===== config.mk =====
export PLATFORM = sky130hd
export DESIGN_NAME = bus_to_reg_bank
export DESIGN_NICKNAME = d
export VERILOG_FILES = /design/src/rtl/bus_to_reg_bank.sv
export SDC_FILE = /design/constraint.sdc
export NUM_CORES = 1
export LEC_CHECK = 0
export CORE_MARGIN = 3
export CORE_UTILIZATION = 35
export CTS_CLUSTER_SIZE = 28
export DETAILED_ROUTE_END_ITERATION = 10
export SYNTH_ARGS = -nofsm -noshare
export SYNTH_HDL_FRONTEND = slang
export SYNTH_SLANG_ARGS = --single-unit

===== constraint.sdc =====
create_clock -name CLK -period 3.5 [get_ports CLK]
set_clock_uncertainty 0.2 [all_clocks]
set_input_delay 0.7 -clock CLK [delete_from_list [all_inputs] [get_ports CLK]]
set_output_delay 0.7 -clock CLK [all_outputs]
set_load 0.02 [all_outputs]

===== src/rtl/bus_to_reg_bank.sv =====
// Bus-to-register-bank transfer unit: a word captured from the shared bus is
// written byte-wise into one of four registers through an IDLE/WRITE/ACK handshake.
module bus_to_reg_bank #(
  parameter logic [15:0] RESET_VAL = 16'h0000
) (
  input  logic        CLK,
  input  logic        RST,
  input  logic [15:0] FROM_BUS,
  input  logic [1:0]  DST_SEL,
  input  logic [1:0]  BE,
  input  logic        LOAD,
  output logic [15:0] R0,
  output logic [15:0] R1,
  output logic [15:0] R2,
  output logic [15:0] R3,
  output logic        BUSY,
  output logic        DONE
);

  typedef enum logic [1:0] {
    IDLE  = 2'b00,
    WRITE = 2'b01,
    ACK   = 2'b10
  } state_t;

  state_t      state_q, state_d;
  logic [15:0] hold_q, hold_d;
  logic [1:0]  sel_q, sel_d;
  logic [1:0]  be_q, be_d;
  logic [15:0] regs_q [4];
  logic [15:0] regs_d [4];
  logic        busy_q, busy_d;
  logic        done_q, done_d;

  always_comb begin
    state_d = state_q;
    hold_d  = hold_q;
    sel_d   = sel_q;
    be_d    = be_q;
    for (int i = 0; i < 4; i++) begin
      regs_d[i] = regs_q[i];
    end

    case (state_q)
      IDLE: begin
        if (LOAD) begin
          hold_d  = FROM_BUS;
          sel_d   = DST_SEL;
          be_d    = BE;
          state_d = WRITE;
        end
      end
      WRITE: begin
        if (be_q[0]) regs_d[sel_q][7:0]  = hold_q[7:0];
        if (be_q[1]) regs_d[sel_q][15:8] = hold_q[15:8];
        state_d = ACK;
      end
      ACK:     state_d = IDLE;
      // The unused encoding falls back to IDLE without touching the bank.
      default: state_d = IDLE;
    endcase

    busy_d = (state_d == WRITE) || (state_d == ACK);
    done_d = (state_d == ACK);
  end

  always_ff @(posedge CLK or posedge RST) begin
    if (RST) begin
      state_q <= IDLE;
      hold_q  <= 16'h0000;
      sel_q   <= 2'b00;
      be_q    <= 2'b00;
      busy_q  <= 1'b0;
      done_q  <= 1'b0;
      for (int i = 0; i < 4; i++) begin
        regs_q[i] <= RESET_VAL;
      end
    end else begin
      state_q <= state_d;
      hold_q  <= hold_d;
      sel_q   <= sel_d;
      be_q    <= be_d;
      busy_q  <= busy_d;
      done_q  <= done_d;
      for (int i = 0; i < 4; i++) begin
        regs_q[i] <= regs_d[i];
      end
    end
  end

  assign R0   = regs_q[0];
  assign R1   = regs_q[1];
  assign R2   = regs_q[2];
  assign R3   = regs_q[3];
  assign BUSY = busy_q;
  assign DONE = done_q;

endmodule


==> metrics.md <==
| Metric | Value |
|---|---|
| Outcome | finished clean |
| IO Count | 89 |
| Synth Area in Compound Gates | 0 |
| Detail Route Antenna Nets | 0 |
| # resized after CTS | 0 |
| WS Path Type | register to output pin |
| CP max stage cell | clkdlybuf4s50_1 |
| Most common cell after layout, fill and taps aside | clkdlybuf4s50_1 |
| Synth Area in Adders | 0 |
| Crit path DAT | 1.44 ns |
| Row cnt | 35 |
| Nets | 313 |
| Register-to-register setup slack | 1.54 ns |
| Delay-heaviest family, CP | buffers and inverters |
| Total setup buffers inserted after CTS | 0 |
| Iter 0 DRT Violations | 41 |
| Largest family of logic cells by synthesized area | multiplexers |
| Setup violations, final | 0 |
| Synth Area in Simple Gates | 0.0547 |
| Multi-input logic area | 1160 um2 |
| Post-synth cell types | 17 |
| First-pass DRT Iterations | 3 |
| Post-synthesis mux area share | 0.290 |
| Layout area overhead | 38.0% |
| Total CTS buffers | 9 |
| Tmin final | 2.34 ns |
| Peak supply drop | 434 uV |
| Final hold vios | 0 |
| Die Y | 104 um |
| Initial core utilization | 0.362 |
| Die W | 104 um |
| Xor/xnor share of the synthesized area | 0 |
| Slew Viols, Final | 0 |
| CP Data Required Time | 2.60 ns |
| Critical path fanouts, max | 6 |
| Period utilization | 0.669 |
| Residual DRC | 0 |
| DP HPWL | 4.79 mm |
| Routed WL | 7.00 mm |
| Full die area | 10800 um2 |
| CTS Hold Bufs | 0 |
| Fin Setup TNS | 0 ns |
| # diodes | 0 |
| Post-place setup slack | 1.15 ns |
| Worst setup SP type | register |
| Final GP Congestion | 0.689 |
| Max Fclk | 427 MHz |
| Clock slew at reported path FFs | 0.08 ns |
| Slowest stage delay, CP | 0.65 ns |
| Critical path endpoint category | output pin |
| Vias/cell | 4.47 |
| First-pass GRT wire length | 11.5 mm |
| CORE AREA | 9280 um2 |
| CP cell instances | clkdlybuf4s50_1 |
| Fillcell total | 832 |
| Slew HR | 0.591 |
| Vias in the first global route | 2099 |
| Mean post-synth cell area | 17.6 um2 |
| CTS tree | built |
| Hold/Removal Path Class | register to register |
| Post-Route Utilization | 0.500 |
| Clock Path Buffers | 2 |
| PwrDens | 928 nW/um2 |
| Clock Sinks | 87 |
| Gr usage total | 0.136 |
| Largest net degree at the start of global routing | 47 |
| Share of layout cells above drive strength 1 | 0.388 |
| Net Count, Synth | 214 |
| Port Buffers | 88 |
| Leakage Power | 2.01 nW |
| Post-synthesis sequential area ratio | 0.648 |
| Cell Area, Synth | 3360 um2 |
| Worst Slack Setup Final | 1.16 ns |
| RSZ-0062 raised after global routing | no |
| Vias | 1889 |
| Mapped Cells | 191 |
| Most frequent cells in the layout | clkdlybuf4s50_1 (88), dfrtp_1 (87), mux2_2 (76), clkbuf_8 (9), mux2_4 (8) |
| H-tree Lvls | 3 |
| Initial antenna violation count | 0 |
| Synth Register Bits | 87 |
| Worst skew pair latency | 0.34 ns |
| Routed len/inst | 16.6 um |
| Max cap viols | 0 |
| Global route total overflow | 0 |
| Synth Warn # | 0 |
| Root Buffer | clkbuf_8 |
| Worst slew pin tran | 0.612 ns |
| WP buf/inv | 1 |
| Register area | 2180 um2 |
-- per-stage QoR --
stage                     total power, W  area [um2]  hold WS [ns]  instances
after floorplan                  0.00264        3360         0.327        191
after global placement           0.00352        4410         0.287        408
after detailed placement         0.00355        4410         0.294        408
after CTS                        0.00437        4640         0.313        423
after global routing             0.00454        4640         0.326        423
final                            0.00431        4640         0.310        423
-- power by group --
group	switching, W	internal [W]
logic	0.000793	0.00100
registers	0.000281	0.00143
clock network	0.000328	0.000470
total	0.00140	0.00290
-- path summary, 6_finish.rpt --
check / start / to / cells after the start
setup / recovery: DONE$_DFF_PP0_ / DONE / 1
hold / removal: R0[8]$_DFFE_PP0P_ / R0[8]$_DFFE_PP0P_ / 1
setup reg to reg: DONE$_DFF_PP0_ / R2[5]$_DFFE_PP0P_ / 3
hold reg to reg: R0[8]$_DFFE_PP0P_ / R0[8]$_DFFE_PP0P_ / 1
max in group asynchronous: RST / R3[13]$_DFFE_PP0P_ / 3
min in group asynchronous: RST / R3[8]$_DFFE_PP0P_ / 3
-- Yosys cell counts --
cell type / number / share of area
mux2_2: 76 / 0.25
nor2_8: 2 / 0.012
nor3b_4: 2 / 0.011
mux2_4: 8 / 0.036
or2_2: 1 / 0.0019
nor3b_1: 1 / 0.0022
or3b_4: 1 / 0.0034
inv_1: 1 / 0.0011
nand2_1: 2 / 0.0022
nor3b_2: 1 / 0.0037
clkbuf_2: 1 / 0.0015
nand3b_2: 2 / 0.0067
dfrtp_1: 87 / 0.65
nor2b_1: 1 / 0.0019
nor2_2: 2 / 0.0037
buf_4: 2 / 0.0045
nand3b_4: 1 / 0.0060
-- final cells by class --
type | count | share of cell area
inverters | 1 | 0.00108
clock buffers | 11 | 0.0283
multi-input cells | 100 | 0.251
repair buffers | 91 | 0.195
clock inverters | 4 | 0.0205
flip-flops and latches | 87 | 0.469
well taps | 129 | 0.0348
-- logic make-up after synthesis --
| kind of cell | after synthesis |
|---|---|
| flops | 87 |
| mux | 84 |
| simple gates | 16 |
| buf+inv | 4 |
-- sequential cells by signal, indices dropped and copies added (netlist names) --
| register | count |
|---|---|
| BUSY | 1 |
| DONE | 1 |
| R0 | 16 |
| R1 | 16 |
| R2 | 16 |
| R3 | 16 |
| be_q | 2 |
| hold_q | 16 |
| sel_q | 2 |
| state_q | 1 |
-- routing by layer --
| layer | vias up | global-route usage | wire [um] | share of wire |
|---|---|---|---|---|
| met1 | 946 | 0.188 | 3450 | 0.49 |
| met3 | 4 | 0.0646 | 585 | 0.084 |
| met4 | 0 | 0.0313 | 41 | 0.0059 |
| met5 | - | 0 | 0 | 0 |
| li1 | 868 | - | - | - |
| met2 | 71 | 0.195 | 2930 | 0.42 |
Note: power is estimated with default switching activity, not from simulation.
